### src/rtl/nco_acq_ctrl_if.sv
// nco_acq_ctrl_if
//   Bundles the control/status signals of the NCO acquisition controller.
//   master : the environment driving start/abort/metrics/loop error and
//            observing the NCO word and status.
//   slave  : the controller itself.
//   Signals:
//     start        pulse, begin acquisition (IDLE/FAIL only)
//     abort        pulse, return to IDLE from any state
//     metric_valid qualifies lock_metric
//     lock_metric  signed 16-bit lock detector output
//     loop_err     signed 32-bit loop-filter output (used in TRACK)
//     phase        signed 32-bit NCO phase/frequency word (registered)
//     state        3-bit state code (0 IDLE,1 SWEEP,2 DWELL,3 TRACK,4 FAIL)
//     locked       high in TRACK
//     acq_fail     high in FAIL
//     sat          NCO word clamped this cycle
interface nco_acq_ctrl_if;
  logic        start;
  logic        abort;
  logic        metric_valid;
  logic [15:0] lock_metric;
  logic [31:0] loop_err;
  logic [31:0] phase;
  logic [2:0]  state;
  logic        locked;
  logic        acq_fail;
  logic        sat;

  modport master (
    output start, abort, metric_valid, lock_metric, loop_err,
    input  phase, state, locked, acq_fail, sat
  );

  modport slave (
    input  start, abort, metric_valid, lock_metric, loop_err,
    output phase, state, locked, acq_fail, sat
  );
endinterface

### src/rtl/nco_acq_ctrl.sv
// nco_acq_ctrl
//   Acquisition/tracking controller for a Costas-loop NCO. Sweeps a
//   frequency offset in dwell steps until the lock metric holds above
//   threshold, then tracks by adding the loop-filter error to the locked
//   offset. Re-sweeps on lock loss and flags failure after MAX_PASSES
//   complete sweeps without lock.
//   Ports:
//     clk_i  clock
//     rst_i  synchronous reset, active-low
//     bus    nco_acq_ctrl_if.slave (handshake, metrics, NCO word, status)
//   Build option:
//     NCO_SAT_EN  defined   -> offset+loop_err clamped to signed 32-bit range,
//                              sat flags clamped cycles
//                 undefined -> offset+loop_err wraps to 32 bits, sat stays 0
//
//   state  | meaning
//   IDLE   | NCO word 0, waiting for start
//   SWEEP  | one cycle: apply current offset, clear dwell/hit counters
//   DWELL  | count dwell cycles and consecutive hits at this offset
//   TRACK  | phase = offset + loop_err, watch for consecutive misses
//   FAIL   | no lock after MAX_PASSES sweeps, NCO word 0, wait for start
module nco_acq_ctrl #(
  parameter logic signed [31:0] SWEEP_MIN  = -32'sd4000000,
  parameter logic signed [31:0] SWEEP_MAX  =  32'sd4000000,
  parameter logic signed [31:0] SWEEP_STEP =  32'sd250000,
  parameter int                 DWELL_CYC  = 64,
  parameter logic signed [15:0] LOCK_THR   = 16'sd8000,
  parameter int                 LOCK_CNT   = 4,
  parameter int                 UNLOCK_CNT = 32,
  parameter int                 MAX_PASSES = 3
) (
  input logic           clk_i,
  input logic           rst_i,
  nco_acq_ctrl_if.slave bus
);

  typedef enum logic [2:0] {
    S_IDLE  = 3'd0,
    S_SWEEP = 3'd1,
    S_DWELL = 3'd2,
    S_TRACK = 3'd3,
    S_FAIL  = 3'd4
  } state_e;

  localparam logic [15:0] DWELL_LAST = 16'(DWELL_CYC - 1);
  localparam logic [15:0] LOCK_N     = 16'(LOCK_CNT);
  localparam logic [15:0] UNLOCK_N   = 16'(UNLOCK_CNT);
  localparam logic [7:0]  PASS_N     = 8'(MAX_PASSES);

  state_e      state_q;
  logic [31:0] offset_q;
  logic [31:0] phase_q;
  logic        locked_q;
  logic        acq_fail_q;
  logic        sat_q;
  logic [15:0] dwell_cnt_q;
  logic [15:0] hit_cnt_q;
  logic [15:0] miss_cnt_q;
  logic [7:0]  pass_q;

  logic               hit;
  logic [15:0]        hit_cnt_d;
  logic [15:0]        miss_cnt_d;
  logic [7:0]         pass_d;
  logic signed [32:0] step_sum;
  logic signed [32:0] sweep_max_x;
  logic               step_wrap;
  logic signed [32:0] trk_sum;
  logic [31:0]        trk_phase_d;
  logic               trk_sat_d;

  always_comb begin
    hit = $signed(bus.lock_metric) >= LOCK_THR;

    // A valid miss breaks the hit run; an invalid sample leaves it alone.
    hit_cnt_d = hit_cnt_q;
    if (bus.metric_valid) hit_cnt_d = hit ? hit_cnt_q + 16'd1 : 16'd0;

    miss_cnt_d = miss_cnt_q;
    if (bus.metric_valid) miss_cnt_d = hit ? 16'd0 : miss_cnt_q + 16'd1;

    pass_d = pass_q + 8'd1;

    // 33-bit compare so a step past SWEEP_MAX near the 32-bit limit still wraps.
    step_sum    = $signed({offset_q[31], offset_q}) + $signed({SWEEP_STEP[31], SWEEP_STEP});
    sweep_max_x = $signed({SWEEP_MAX[31], SWEEP_MAX});
    step_wrap   = step_sum > sweep_max_x;

    trk_sum = $signed({offset_q[31], offset_q}) + $signed({bus.loop_err[31], bus.loop_err});
`ifdef NCO_SAT_EN
    // Bits 32 and 31 disagree only when the sum left the 32-bit range.
    trk_sat_d   = trk_sum[32] != trk_sum[31];
    trk_phase_d = trk_sum[31:0];
    if (trk_sat_d) trk_phase_d = trk_sum[32] ? 32'h8000_0000 : 32'h7FFF_FFFF;
`else
    trk_sat_d   = 1'b0;
    trk_phase_d = trk_sum[31:0];
`endif
  end

  always_ff @(posedge clk_i) begin
    if (!rst_i || bus.abort) begin
      state_q     <= S_IDLE;
      offset_q    <= '0;
      phase_q     <= '0;
      locked_q    <= 1'b0;
      acq_fail_q  <= 1'b0;
      sat_q       <= 1'b0;
      dwell_cnt_q <= '0;
      hit_cnt_q   <= '0;
      miss_cnt_q  <= '0;
      pass_q      <= '0;
    end else begin
      sat_q <= 1'b0;
      case (state_q)
        S_IDLE: begin
          if (bus.start) begin
            state_q  <= S_SWEEP;
            offset_q <= SWEEP_MIN;
            pass_q   <= '0;
          end
        end
        S_SWEEP: begin
          phase_q     <= offset_q;
          dwell_cnt_q <= '0;
          hit_cnt_q   <= '0;
          state_q     <= S_DWELL;
        end
        S_DWELL: begin
          dwell_cnt_q <= dwell_cnt_q + 16'd1;
          hit_cnt_q   <= hit_cnt_d;
          // Lock takes priority over the end of the dwell window.
          if (hit_cnt_d == LOCK_N) begin
            state_q    <= S_TRACK;
            locked_q   <= 1'b1;
            miss_cnt_q <= '0;
          end else if (dwell_cnt_q == DWELL_LAST) begin
            if (step_wrap) begin
              offset_q <= SWEEP_MIN;
              pass_q   <= pass_d;
              if (pass_d == PASS_N) begin
                state_q    <= S_FAIL;
                acq_fail_q <= 1'b1;
                phase_q    <= '0;
              end else begin
                state_q <= S_SWEEP;
              end
            end else begin
              offset_q <= step_sum[31:0];
              state_q  <= S_SWEEP;
            end
          end
        end
        S_TRACK: begin
          phase_q    <= trk_phase_d;
          sat_q      <= trk_sat_d;
          miss_cnt_q <= miss_cnt_d;
          // Lock loss re-sweeps from the current offset with a fresh pass budget.
          if (miss_cnt_d == UNLOCK_N) begin
            state_q  <= S_SWEEP;
            pass_q   <= '0;
            locked_q <= 1'b0;
          end
        end
        S_FAIL: begin
          if (bus.start) begin
            state_q    <= S_SWEEP;
            offset_q   <= SWEEP_MIN;
            pass_q     <= '0;
            acq_fail_q <= 1'b0;
          end
        end
        default: state_q <= S_IDLE;
      endcase
    end
  end

  assign bus.phase    = phase_q;
  assign bus.state    = state_q;
  assign bus.locked   = locked_q;
  assign bus.acq_fail = acq_fail_q;
  assign bus.sat      = sat_q;

endmodule
### src/flat_wrapper.sv
// flat-port wrapper written by rule: the top's interface ports become plain ports
module nco_acq_ctrl_flat 
#(
  parameter logic signed [31:0] SWEEP_MIN  = -32'sd4000000,
  parameter logic signed [31:0] SWEEP_MAX  =  32'sd4000000,
  parameter logic signed [31:0] SWEEP_STEP =  32'sd250000,
  parameter int                 DWELL_CYC  = 64,
  parameter logic signed [15:0] LOCK_THR   = 16'sd8000,
  parameter int                 LOCK_CNT   = 4,
  parameter int                 UNLOCK_CNT = 32,
  parameter int                 MAX_PASSES = 3
)
  (clk_i, rst_i, bus_start, bus_abort, bus_metric_valid, bus_lock_metric, bus_loop_err, bus_phase, bus_state, bus_locked, bus_acq_fail, bus_sat);
  nco_acq_ctrl_if bus_i ();
  input logic clk_i;
  input logic rst_i;
  input wire logic [$bits(bus_i.start)-1:0] bus_start;
  input wire logic [$bits(bus_i.abort)-1:0] bus_abort;
  input wire logic [$bits(bus_i.metric_valid)-1:0] bus_metric_valid;
  input wire logic [$bits(bus_i.lock_metric)-1:0] bus_lock_metric;
  input wire logic [$bits(bus_i.loop_err)-1:0] bus_loop_err;
  output wire logic [$bits(bus_i.phase)-1:0] bus_phase;
  output wire logic [$bits(bus_i.state)-1:0] bus_state;
  output wire logic [$bits(bus_i.locked)-1:0] bus_locked;
  output wire logic [$bits(bus_i.acq_fail)-1:0] bus_acq_fail;
  output wire logic [$bits(bus_i.sat)-1:0] bus_sat;
  assign bus_i.start = bus_start;
  assign bus_i.abort = bus_abort;
  assign bus_i.metric_valid = bus_metric_valid;
  assign bus_i.lock_metric = bus_lock_metric;
  assign bus_i.loop_err = bus_loop_err;
  assign bus_phase = bus_i.phase;
  assign bus_state = bus_i.state;
  assign bus_locked = bus_i.locked;
  assign bus_acq_fail = bus_i.acq_fail;
  assign bus_sat = bus_i.sat;
  nco_acq_ctrl #(.SWEEP_MIN(SWEEP_MIN), .SWEEP_MAX(SWEEP_MAX), .SWEEP_STEP(SWEEP_STEP), .DWELL_CYC(DWELL_CYC), .LOCK_THR(LOCK_THR), .LOCK_CNT(LOCK_CNT), .UNLOCK_CNT(UNLOCK_CNT), .MAX_PASSES(MAX_PASSES)) u_core (.clk_i(clk_i), .rst_i(rst_i), .bus(bus_i));
endmodule
### config.mk
export PLATFORM = sky130hd
export DESIGN_NAME = nco_acq_ctrl_flat
export DESIGN_NICKNAME = d
export VERILOG_FILES = /design/src/rtl/nco_acq_ctrl_if.sv /design/src/rtl/nco_acq_ctrl.sv /design/src/flat_wrapper.sv
export SDC_FILE = /design/constraint.sdc
export NUM_CORES = 1
export LEC_CHECK = 0
export ABC_AREA = 1
export CAP_MARGIN = 15
export CORE_ASPECT_RATIO = 1.1
export CORE_MARGIN = 2
export CORE_UTILIZATION = 45
export DETAILED_ROUTE_END_ITERATION = 12
export PLACE_DENSITY = 0.65
export SYNTH_ARGS = -nofsm -noshare
export SYNTH_HDL_FRONTEND = slang
export SYNTH_SLANG_ARGS = --single-unit
### constraint.sdc
create_clock -name clk_i -period 3.1 [get_ports clk_i]
set_clock_uncertainty 0.1 [all_clocks]
set_input_delay 0.465 -clock clk_i [delete_from_list [all_inputs] [get_ports clk_i]]
set_output_delay 0.465 -clock clk_i [all_outputs]
set_load 0.005 [all_outputs]
; Yosys cells after proc, flatten, opt, wreduce, memory -nomap -nowiden
; Cells that the tools add are included.
[op_classes]
muxes = 40
order_cmp = 2
reduce_logical = 17
n_eq_ne = 17
addsub = 6
[ops]
columns = cell, count
row1 = $mux 32, 8
row2 = $pmux 16 s2, 3
row3 = $pmux 32 s3, 1
row4 = $mux 16, 5
row5 = $pmux 32 s2, 1
row6 = $add 16x1->16 const B, 3
row7 = $mux 8, 5
row8 = $add 32x19->33 const B, 1
row9 = $gt 33x23->1 const B, 1
row10 = $add 32x32->32, 1
row11 = $eq 16x6->1 const B, 2
row12 = $pmux 8 s3, 1
row13 = $mux 3, 6
row14 = $eq 16x3->1 const B, 1
row15 = $ge 16x14->1 const B, 1
row16 = $ne 2x1->1 const B, 6
row17 = $pmux 3 s4, 1
row18 = $reduce_and 6->1, 2
row19 = $add 8x1->8 const B, 1
row20 = $eq 8x2->1 const B, 1
row21 = $reduce_bool 2->1, 4
row22 = $mux 1, 7
row23 = $eq 3x2->1 const B, 2
row24 = $reduce_and 3->1, 2
row25 = 13 further kinds, 16
[word_totals]
inputBits = 53
wordCells = 91
register_bits = 125

; Depth between registers and ports, before layout
; Gate-level depths: netlist of run 1.
[depth]
word_depth = 7
ltp_mapped = 22

; Least setup slack after synthesis of run 1
; Ideal clock, no wire load.
[synth_timing]
path_type = reg2reg
start = register u_core.offset_q[5]
end = register u_core.phase_q[13], in the netlist u_core.bus.phase[13]
stages_incl_launch_ff = 22
setup_slack_ns = 0.625
required_ns = 2.884
synth_period_minus_slack_ns = 2.475
t_arrival_ns = 2.259
setup_ns = 0.116
n_path_buf = 3
cell_sequence = dfxtp_1 > ha_1 > nand2_1 > nand2_2 > nand3_4 > nand2_4 > buf_6 > nand3_1 > nand2_1 > nand3_1 > nor2_1 > nand2_1 > nor2_1 > nand2_1 > nand2_2 > nand2_4 > nand2_4 > inv_2 > buf_6 > buf_6 > nor2_1 > nor2_1
[synth_between]
elab_chain_cells = 4
word_cells_on_any_way = 6
cone_classes = add/sub (2) / order compare (1) / eq/ne (1) / mux (1) / reduce/logical (1)
[synth_rtl]
columns = item, line
row1 = start: declaration, nco_acq_ctrl.sv:51  ; logic [31:0] offset_q;
row2 = start signal: assignment, nco_acq_ctrl.sv:149  ; offset_q <= step_sum[31:0];
row3 = $add 32x19->33, nco_acq_ctrl.sv:85  ; step_sum = $signed({offset_q[31], offset_q}) + $signed({SWEEP_STEP[31], SWEEP_STEP});
row4 = $gt 33x23->1, nco_acq_ctrl.sv:87  ; step_wrap = step_sum > sweep_max_x;
row5 = $ne 2x1->1 (no source line), n/a
row6 = $reduce_and 5->1 (no source line), n/a
row7 = end signal: assignment, nco_acq_ctrl.sv:124  ; phase_q <= offset_q;
row8 = end signal: assignment, nco_acq_ctrl.sv:155  ; phase_q <= trk_phase_d;
row9 = end: declaration, nco_acq_ctrl.sv:52  ; logic [31:0] phase_q;
; Several ways; a longest one is shown, not always the timed one.
; A chain may end at the register's enable or synchronous reset.

; Worst setup path in the final report of run 1
[layout_timing]
start = register u_core.offset_q[4]
end = register u_core.phase_q[31], in the netlist u_core.bus.phase[31]
; The elaborated chain is that of the path after synthesis.

==> results.md, run 1 <==
* Outcome: finished, final reports clean
* Slew @ Worst Pin at around 0.94 ns
* Worst hold path startpoint: u_core.bus.phase[2]
* Number of I/O pins at a little over 90
* RSZ-0062 raised after global routing: no
* First-pass GRT wire length at 43.3 mm
* Hold crit path type: flop to flop
* Worst Hold End: u_core.bus.phase[2]
* Synthesized area per cell at 6.12 µm²
* H-tree levels at 4
* Top FF cell, synth: dfxtp_1
* Fill cells at ~1900
* Endpoints failing hold at 0
* Gpl congestion at approximately 0.96
* Vias/cell at approximately 5.3
* Hold path depth at 2
* Number of global-route vias before repair at ~9100
* CP startpoint: u_core.offset_q[4]
* Post-synth ARST share at 0
* WP data required at 3.32 ns
* Final Max Slew Viols at 0
* Core box area at 19100 µm²
* Total Power at between 0.004 and 0.005 W
* Synth Net Count at 1515
* GRT Overall Usage at 0.268
* Initial antenna violation count at 0
* CTS tree: built
* Synth top area share at 0.277
* Power Density at 384 nW/µm²
* Die height at approximately 150 µm
* Synthesis Warnings at 0
* DRT iter0 DRCs at approximately 600
* Drt pass-1 iters at 6
* Tmin final at around 2.9 ns
* Area leader, netlist: dfxtp_1
* Clk_lat worst skew at ~0.43 ns
* WS Path Type: flop to flop
* Area Overhead vs Synth at 26.9%
* CP max stage delay at roughly 0.38 ns
* Setup violators final at 0
* CTS buffer count at 17
* Initial Util at 0.457
* DRC viols at 0
* EDFF count, synth at 0
* Clock Tree Root: clkbuf_16
* Pleak at around 4.8 nW
* Final setup TNS at 0 ns
* Top-count cell post-synth: nand2_1
* Post-DP HPWL at approximately 20 mm
* Worst Path Max Fanout at 14
* Worst R2R Start: u_core.offset_q[4]
* Max Root-Sink Buffers at 2
* Crit path cell chain: ha_1 -> nand2_1 -> nand2_2 -> nand3_4 -> nand2_8 -> nand2_1 -> nand2_1 -> nand2_1 -> nand2_1 -> nor2_2 -> nand3_1 -> nor2_1 -> nand2_1 -> nand2_1 -> nand2_2 -> nand2_4 -> nand2_4 -> inv_2 -> buf_4 -> nand2_1 -> nor2_1 -> nor2_1
* Final core occ at 0.580
* Share of layout cells above drive strength 1 at 0.118
* Total vias in the final route at 9676
* Yosys cell types at 53
* Grt ovf at 0
* Peak supply drop at 0.428 mV
* # port buffers at 83
* Crit path top cell by count: nand2_1
* Worst Reg-to-Reg Cells at 22
* Cell area after layout at 11100 µm²
* Clock Sinks at about 120
* Worst endpoint data arrival time at 3.10 ns
* Reg2reg end: u_core.bus.phase[31]
* Achievable clock frequency at 347 MHz
* Largest net degree at the start of global routing at between 50 and 60
* Critical Path Sink Type: flop
* Post-route ant nets at 0
* Diode count at 0
* #FFs+latches synth at 121
* Syn Std Cell Area at a little under 9000 µm²
* Worst-path clk slew at approximately 0.06 ns
* R2r setup slk at roughly 0.22 ns
* Type of origin of the critical path: flop
* FP Rows at 53
* Post-Synthesis Cells at between 1000 and 1500
* Final #Nets at 1670
* Die width at roughly 140 µm
* Main area contributors after synthesis: dfxtp_1 28%, nand2_1 16%, nor2_1 8.1%, a21oi_1 6.6%, nand3_1 6.5%
* Slew HR at 0.370
* Register area share after synthesis at 0.277
* Die area at just over 20000 µm²
* Final Cycle Share at 0.930
* CP max-delay cell: dfxtp_4
* Max-cap check violation count at 0
* Total Wirelength at 26.8 mm
* Commonest cells in the netlist: 370 x nand2_1, 188 x nor2_1, 152 x inv_1
* Hold-fix buffers, CTS at 0
* Placement Cell Area at roughly 10000 µm²
* WL per Instance at around 15 µm
==> final cells by class <==
type	count	area [µm²]	area share
multi-input combinational	1098	5490	0.495
inverter	161	604	0.0545
sequential	121	2430	0.219
clock buffer	19	443	0.0400
timing repair buffer	184	1690	0.153
clock inverter	13	121	0.0110
tap	247	309	0.0279
==> per-layer routing <==
| layer | share of wire | wire (µm) | track usage |
|---|---|---|---|
| met1 | 0.42 | 11400 | 0.313 |
| met2 | 0.49 | 13000 | 0.473 |
| met3 | 0.046 | 1220 | 0.0421 |
| met4 | 0.045 | 1200 | 0.135 |
| met5 | 0 | 0 | 0 |
==> sequential cells by signal, indices dropped and copies added, names as in the netlist <==
register and count:
u_core.pass_q 8, u_core.bus.phase 32, u_core.hit_cnt_q 16, u_core.bus.acq_fail 1, u_core.offset_q 28, u_core.dwell_cnt_q 16
u_core.miss_cnt_q 16, u_core.bus.locked 1, u_core.bus.state 3
==> layout by cell type (no fill, tap or decap), types with 3 or more instances in the layout <==
master           count
a21o_1               5
xor2_1              21
a221oi_1             5
nor3_1              18
o21ai_1              4
nor2_4               5
nand4_1             32
buf_4               93
ha_1                34
nand3b_1             3
nor4_1               4
nand2_1            369
nor2_1             185
clkinv_2             3
inv_2                7
clkbuf_16           17
clkdlybuf4s50_1     82
nor2_2               9
xnor2_1              6
inv_6                3
o21a_1               3
o21bai_1             8
inv_1              152
dfxtp_1            118
o22ai_1             10
a21oi_1            115
nand2_2              9
clkinv_4             4
buf_12               8
or2_2               12
o21ai_0             95
nand3_1            114
==> cell families after synthesis <==
logic type | share of synthesized area
other cells | 0.000429
xor+xnor | 0.0271
buf+inv | 0.0973
compound gates | 0.166
fa+ha+maj | 0.0487
flops | 0.277
simple gates | 0.383
==> where the power goes <==
part | total [W] | switching, W | internal, W
clock network | 0.00193 | 0.000798 | 0.00113
logic | 0.000705 | 0.000411 | 0.000294
registers | 0.00162 | 0.0000336 | 0.00159
==> stage by stage <==
step | hold WS, ns | instances | setup WS (ns)
after floorplan | 0.345 | 1428 | 0.625
after global placement | 0.347 | 1811 | -0.180
after detailed placement | 0.354 | 1811 | -0.179
after CTS | 0.365 | 1843 | 0.0438
after global routing | 0.395 | 1843 | 0.00107
final | 0.364 | 1843 | 0.218
==> critical path, delay by kind of cell (launching register included) <==
kind	cells	cell delay [ns]
flip-flops	1	0.38
adder cells (fa/ha/maj)	1	0.22
AND/OR/NAND/NOR	19	1.83
buffers and inverters	2	0.22
==> how the worst max path moves through the flow <==
stage	end	slack [ns]	depth (start not counted)
2_1_floorplan	u_core.bus.phase[13]	0.63	21
3_3_place_gp	u_core.pass_q[3]	-0.18	20
3_5_place_dp	u_core.pass_q[4]	-0.18	20
4_1_cts	u_core.bus.phase[31]	0.04	21
5_1_grt	u_core.offset_q[27]	0.001	17
6_report	u_core.bus.phase[31]	0.22	22
==> repair_timing <==
action	CTS	global route
endpoints found under the setup margin	0	64
resized for setup	0	9
buffers inserted	0	0
Power figures use the tool's default switching activity.
==> run 2: changes to the inputs <==
Settings changed: CORE_MARGIN 2 to 10.
==> results.md, run 2 (synthesized netlist as in run 1, its figures left out) <==
* Outcome: finished, final reports clean
* FP Rows at 53 (unchanged)
* Hold crit path type: flop to flop
* Worst path depth at 20 (-9.1%)
* Clock Sinks at 121 (unchanged)
* Grt met3 use at 0.0360 (-0.00609)
* Type of origin of the critical path: flop
* Clock Tree Root: clkbuf_16
* Clk_lat worst skew at 0.43 ns (about the same)
* H-tree levels at 4 (unchanged)
* Gpl congestion at 0.978 (+1.6%)
* Max reg flops at 32 (unchanged)
* Grt met1 use at 0.245 (-0.0674)
* WS Path Type: flop to flop
* Final Cycle Share at 0.917 (-0.0125)
* Worst endpoint data arrival time at 3.11 ns (about the same)
* Post-DP HPWL at 21.2 mm (+4.0%)
* Setup violators final at 0 (unchanged)
* Slew @ Worst Pin at 0.954 ns (+0.0102 ns)
* Share of layout cells above drive strength 1 at 0.126 (+0.00791)
* Clk network pwr share at 0.471 (+0.018)
* Crit path top cell by count: nand2_1
* Switch Pwr at 0.00127 W (+2.0%)
* Power Density at 399 nW/µm² (+3.8%)
* Most frequent cells in the layout: 369 x nand2_1, 186 x nor2_1, 151 x inv_1, 115 x a21oi_1, 113 x nand3_1
* CP startpoint: u_core.offset_q[4]
* Pleak at 4.81 nW (+1.2%)
* RSZ-0062 raised after global routing: no
* WP data required at 3.36 ns (+0.04 ns)
* CP max stage delay at 0.40 ns (+0.02 ns)
* Delay-heaviest family, CP: simple AND/OR/NAND/NOR gates
* Crit path to: u_core.bus.phase[31]
* Peak supply drop at 0.361 mV (-16%)
* WP buf/inv at 2 (unchanged)
* Sequential Power Share at 0.364 (-0.017)
* Drt pass-1 iters at 6 (unchanged)
* Vias/cell at 5.30 (+0.88%)
* Number of global-route vias before repair at 9274 (+1.6%)
* R2r setup slk at 0.26 ns (+0.04 ns)
* Total Wirelength at 28.0 mm (+4.3%)
* Reg2reg end: u_core.bus.phase[31]
* CTS buffer count at 17 (unchanged)
* Most common cell after layout, fill and taps aside: nand2_1
* Area Overhead vs Synth at 28.0%
* Post-route ant nets at 0 (unchanged)
* Largest net degree at the start of global routing at 36 (-32%)
* Max-cap check violation count at 0 (unchanged)
* Total vias in the final route at 9777 (+1.0%)
* GRT Overall Usage at 0.215 (-0.0532)
* Initial Util at 0.457 (unchanged)
* Max Root-Sink Buffers at 2 (unchanged)
* GR peak layer: met2
* Core box area at 19100 µm² (unchanged)
* Initial antenna violation count at 0 (unchanged)
* WL per Instance at 15.2 µm (+4.2%)
* Crit path cell chain: ha_1 -> nand2_1 -> nand2_2 -> nand3_4 -> nand2_8 -> nand3_1 -> nand2_1 -> nand2_1 -> nor2_4 -> nand3_1 -> nor2_1 -> nand2_1 -> nand2_2 -> nand2_2 -> nand2_4 -> nand2_4 -> inv_2 -> buf_12 -> o21ai_0 -> nor2_1
* Die width at 153 µm (+12%)
* Worst R2R Start: u_core.offset_q[4]
* Grt ovf at 0 (unchanged)
* CTS tree: built
* # port buffers at 83 (unchanged)
* Final #Nets at 1673 (+0.18%)
* First-pass GRT wire length at 45.6 mm (+5.4%)
* Tmin final at 2.84 ns (-0.0388 ns)
* Sw Share at 0.284 (-0.00768)
* Number of I/O pins at 91 (unchanged)
* Diode count at 0 (unchanged)
* Die area at 25400 µm² (+24%)
* Worst Path Max Fanout at 25 (+11)
* Die height at 166 µm (+11%)
* Endpoints failing hold at 0 (unchanged)
* Final setup TNS at 0 ns (unchanged)
* GR Layer Usage met2 at 0.381 (-0.0917)
* Comb pwr share at 0.165 (about the same)
* Worst-path clk slew at 0.06 ns (about the same)
* Int Pwr at 0.00319 W (+5.9%)
* Placement Cell Area at 10500 µm² (about the same)
* DRC viols at 0 (unchanged)
* Fill cells at 1911 (-1.4%)
* DRT iter0 DRCs at 598 (+0.17%)
* Worst Reg-to-Reg Cells at 20 (-9.1%)
* Critical Path Sink Type: flop
* Achievable clock frequency at 352 MHz (+1.4%)
* Slew HR at 0.363 (-0.00683)
* Final Max Slew Viols at 0 (unchanged)
* CP max-delay cell: dfxtp_2
* Cell area after layout at 11200 µm² (+0.88%)
==> run 2: worst min path at each step <==
stage,start,endpoint,slack (ns),depth (start not counted)
detailed placement,u_core.bus.phase[2],u_core.bus.phase[2],0.36,2
CTS,u_core.bus.phase[2],u_core.bus.phase[2],0.36,2
finish,u_core.bus.phase[2],u_core.bus.phase[2],0.36,2
floorplan,u_core.dwell_cnt_q[8],u_core.dwell_cnt_q[8],0.35,2
global placement,u_core.bus.phase[2],u_core.bus.phase[2],0.35,2
global route,u_core.bus.phase[2],u_core.bus.phase[2],0.39,2
==> run 2: layout make-up <==
class | count | area, µm² | area share
Sequential cell | 121 | 2430 | 0.218
Tap cell | 247 | 309 | 0.0276
Inverter | 161 | 604 | 0.0541
Multi-Input combinational cell | 1098 | 5510 | 0.493
Clock inverter | 14 | 173 | 0.0154
Timing Repair Buffer | 187 | 1710 | 0.153
Clock buffer | 18 | 439 | 0.0393
==> run 2: what timing repair did <==
item                       in CTS  in global routing
gates resized for setup         0                 21
hold buffers                    0                  0
setup buffers                   0                  2
setup endpoints to repair       0                 60
==> run 2: through the flow <==
stage	utilization	hold slack [ns]	std cells	setup WS (ns)	power, W
after global routing	0.585	0.391	1846	0.00203	0.00463
after detailed placement	0.550	0.356	1812	-0.201	0.00237
after CTS	0.582	0.364	1844	0.0705	0.00447
after floorplan	-	0.345	1428	0.625	0.00207
final	0.585	0.362	1846	0.257	0.00446
after global placement	0.550	0.348	1812	-0.183	0.00236
==> run 2: power groups by stage <==
stage	Combinational, W	Sequential (W)	Clock, W
after floorplan	0.000414	0.00165	0
after global placement	0.000708	0.00166	0
after detailed placement	0.000714	0.00166	0
after CTS	0.000718	0.00162	0.00213
after global routing	0.000813	0.00163	0.00219
final	0.000735	0.00162	0.00210
==> run 2: worst reg2reg max path, stage by stage, from the launching register on <==
cell	delay [ns]
dfxtp_2	0.40
ha_1	0.21
nand2_1	0.10
nand2_2	0.12
nand3_4	0.13
nand2_8	0.14
nand3_1	0.09
nand2_1	0.13
nand2_1	0.10
nor2_4	0.13
nand3_1	0.09
nor2_1	0.09
nand2_1	0.08
nand2_2	0.12
nand2_2	0.09
nand2_4	0.13
nand2_4	0.07
inv_2	0.12
buf_12	0.17
o21ai_0	0.09
nor2_1	0.10
==> run 2: routing by layer <==
layer | up-vias | routed length [µm]
li1 | 5004 | -
met4 | 0 | 1060
met2 | 235 | 13800
met3 | 54 | 1140
met5 | - | 0
met1 | 4484 | 12000
==> run 3: changes to the inputs <==
Settings changed: CORE_MARGIN 10 to not set, CTS_CLUSTER_DIAMETER set to 100, RECOVER_POWER set to 100.
==> results.md, run 3 (synthesized netlist as in run 1, its figures left out) <==
* Outcome: finished, final reports clean
* WS Path Type: flop to flop
* WL met2 at 13.5 mm (-2.6%)
* Core box area at 19000 µm² (-0.35%)
* Total Power at 0.00431 W (-3.3%)
* Final Max Slew Viols at 0 (unchanged)
* Hold crit path type: flop to flop
* Peak supply drop at 0.377 mV (+4.5%)
* Most frequent cells in the layout: 371 x nand2_1, 187 x nor2_1, 152 x inv_1, 119 x dfxtp_1, 115 x a21oi_1
* Grt ovf at 0 (unchanged)
* Area Overhead vs Synth at 27.1%
* Clk_lat worst skew at 0.43 ns (about the same)
* Die area at 20000 µm² (-21%)
* Clock Tree Root: clkbuf_16
* Max reg flops at 32 (unchanged)
* Achievable clock frequency at 345 MHz (-2.0%)
* CP startpoint: u_core.offset_q[12]
* Post-DP HPWL at 20.3 mm (-4.5%)
* Slew HR at 0.350 (-0.0136)
* Tmin final at 2.90 ns (+0.0571 ns)
* Total Wirelength at 26.7 mm (-4.6%)
* Met3 WL at 1.07 mm (-6.1%)
* CTS tree: built
* Crit path to: u_core.bus.phase[24]
* Vias/cell at 5.23 (-1.2%)
* Final Cycle Share at 0.935 (+0.0184)
* Post-CTS Setup Bufs at 0 (unchanged)
* Most common cell after layout, fill and taps aside: nand2_1
* Type of origin of the critical path: flop
* Total vias in the final route at 9666 (-1.1%)
* Worst R2R Start: u_core.offset_q[12]
* Clock Sinks at 121 (unchanged)
* Top Metal Used: met4
* Diode count at 0 (unchanged)
* Worst-path clk slew at 0.06 ns (about the same)
* H-tree levels at 4 (unchanged)
* Worst Reg-to-Reg Cells at 20 (unchanged)
* DRT iter0 DRCs at 581 (-2.8%)
* Worst Path Max Fanout at 25 (unchanged)
* Number of global-route vias before repair at 8985 (-3.1%)
* # port buffers at 83 (unchanged)
* GRT Overall Usage at 0.274 (+0.0598)
* WL met1 at 11.3 mm (-5.9%)
* Share of layout cells above drive strength 1 at 0.119 (-0.00765)
* Critical Path Sink Type: flop
* Final core occ at 0.583 (-0.00217)
* R2r setup slk at 0.20 ns (-0.06 ns)
* First-pass GRT wire length at 43.0 mm (-5.7%)
* Die height at 148 µm (-11%)
* WL per Instance at 14.5 µm (-4.7%)
* Final #Nets at 1675 (+0.12%)
* Largest net degree at the start of global routing at 53 (+47%)
* CTS buffer count at 17 (unchanged)
* Max Root-Sink Buffers at 2 (unchanged)
* Initial Util at 0.459 (+0.00159)
* Reg2reg end: u_core.bus.phase[24]
* DRC viols at 0 (unchanged)
* Worst Hold Margin at 0.360 ns (-0.00151 ns)
* Pleak at 4.89 nW (+1.7%)
* Number of I/O pins at 91 (unchanged)
* Worst endpoint data arrival time at 3.17 ns (+0.06 ns)
* Die width at 135 µm (-12%)
* Initial antenna violation count at 0 (unchanged)
* Power Density at 388 nW/µm² (-2.6%)
* Drt pass-1 iters at 5 (-1)
* Post-route ant nets at 0 (unchanged)
* Max-cap check violation count at 0 (unchanged)
* Slew @ Worst Pin at 0.974 ns (+0.0204 ns)
* Endpoints failing hold at 0 (unchanged)
* FP Rows at 53 (unchanged)
* WP data required at 3.37 ns (about the same)
* Gpl congestion at 0.932 (-4.8%)
* Setup violators final at 0 (unchanged)
* RSZ-0062 raised after global routing: yes
-- run 3: cell types whose count changed in the layout (fill, tap and decap cells not counted), sizes merged --
cell	change
dlygate4sd3	+37
clkdlybuf4s50	-36
buf	+3
clkinv	-3
bufinv	-2
clkbuf	+2
inv	+2
dlymetal6s2s	-1
-- run 3: layout make-up --
cell class | count | area [µm²]
clock buffers | 21 | 470
clock inverters | 11 | 111
fillers | 1895 | 7930
inverters | 161 | 604
multi-input cells | 1098 | 5480
flip-flops and latches | 121 | 2420
well taps | 247 | 309
repair buffers | 189 | 1700
-- run 3: how the worst min path moves through the flow --
stage                               start               endpoint  cells after the start
floorplan           u_core.dwell_cnt_q[8]  u_core.dwell_cnt_q[8]                      2
global placement      u_core.bus.phase[0]    u_core.bus.phase[0]                      2
detailed placement    u_core.bus.phase[2]    u_core.bus.phase[2]                      2
CTS                   u_core.bus.phase[2]    u_core.bus.phase[2]                      2
global route          u_core.bus.phase[2]    u_core.bus.phase[2]                      2
finish                u_core.bus.phase[2]    u_core.bus.phase[2]                      2
-- run 3: what timing repair did --
item | CTS | global route
hold buffers | 0 | 0
endpoints found under the setup margin | 0 | 57
resized for setup | 0 | 7
-- run 3: metal layers --
layer	track usage	vias to the layer above
li1	-	5002
met1	0.314	4342
met2	0.494	268
met3	0.0436	54
met4	0.132	0
met5	0	-
-- run 3: per-stage QoR --
stage / setup TNS, ns / setup WS [ns] / instances / area, µm²
floorplan: 0 / 0.625 / 1428 / 8730
global placement: -2.14 / -0.106 / 1816 / 10500
finish: 0 / 0.200 / 1848 / 11100
CTS: 0 / 0.131 / 1848 / 11100
global route: -0.00587 / -0.00587 / 1848 / 11100
detailed placement: -4.88 / -0.168 / 1816 / 10500
-- run 3: power breakdown --
part           switching, W  internal [W]  total (W)  leakage [nW]
combinational      0.000414      0.000303   0.000717          3.63
sequential        0.0000364       0.00159    0.00163         0.980
clock              0.000791       0.00118    0.00197         0.281
total               0.00124       0.00307    0.00431          4.89
-- run 3: critical path: stages, from the launching register on --
cell and delay [ns]:
dfxtp_1 0.37, inv_2 0.12, nand2_1 0.10, inv_1 0.08, nand4_2 0.19, nand2_4 0.22
nand2_1 0.07, nand2_1 0.08, nand2_1 0.09, nor2_2 0.19, nand3_1 0.09, nor2_1 0.09
nand2_1 0.07, nand2_1 0.16, nand2_2 0.11, nand2_4 0.15, nand2_4 0.08, inv_2 0.10
buf_12 0.16, o21ai_0 0.09, nor2_1 0.10
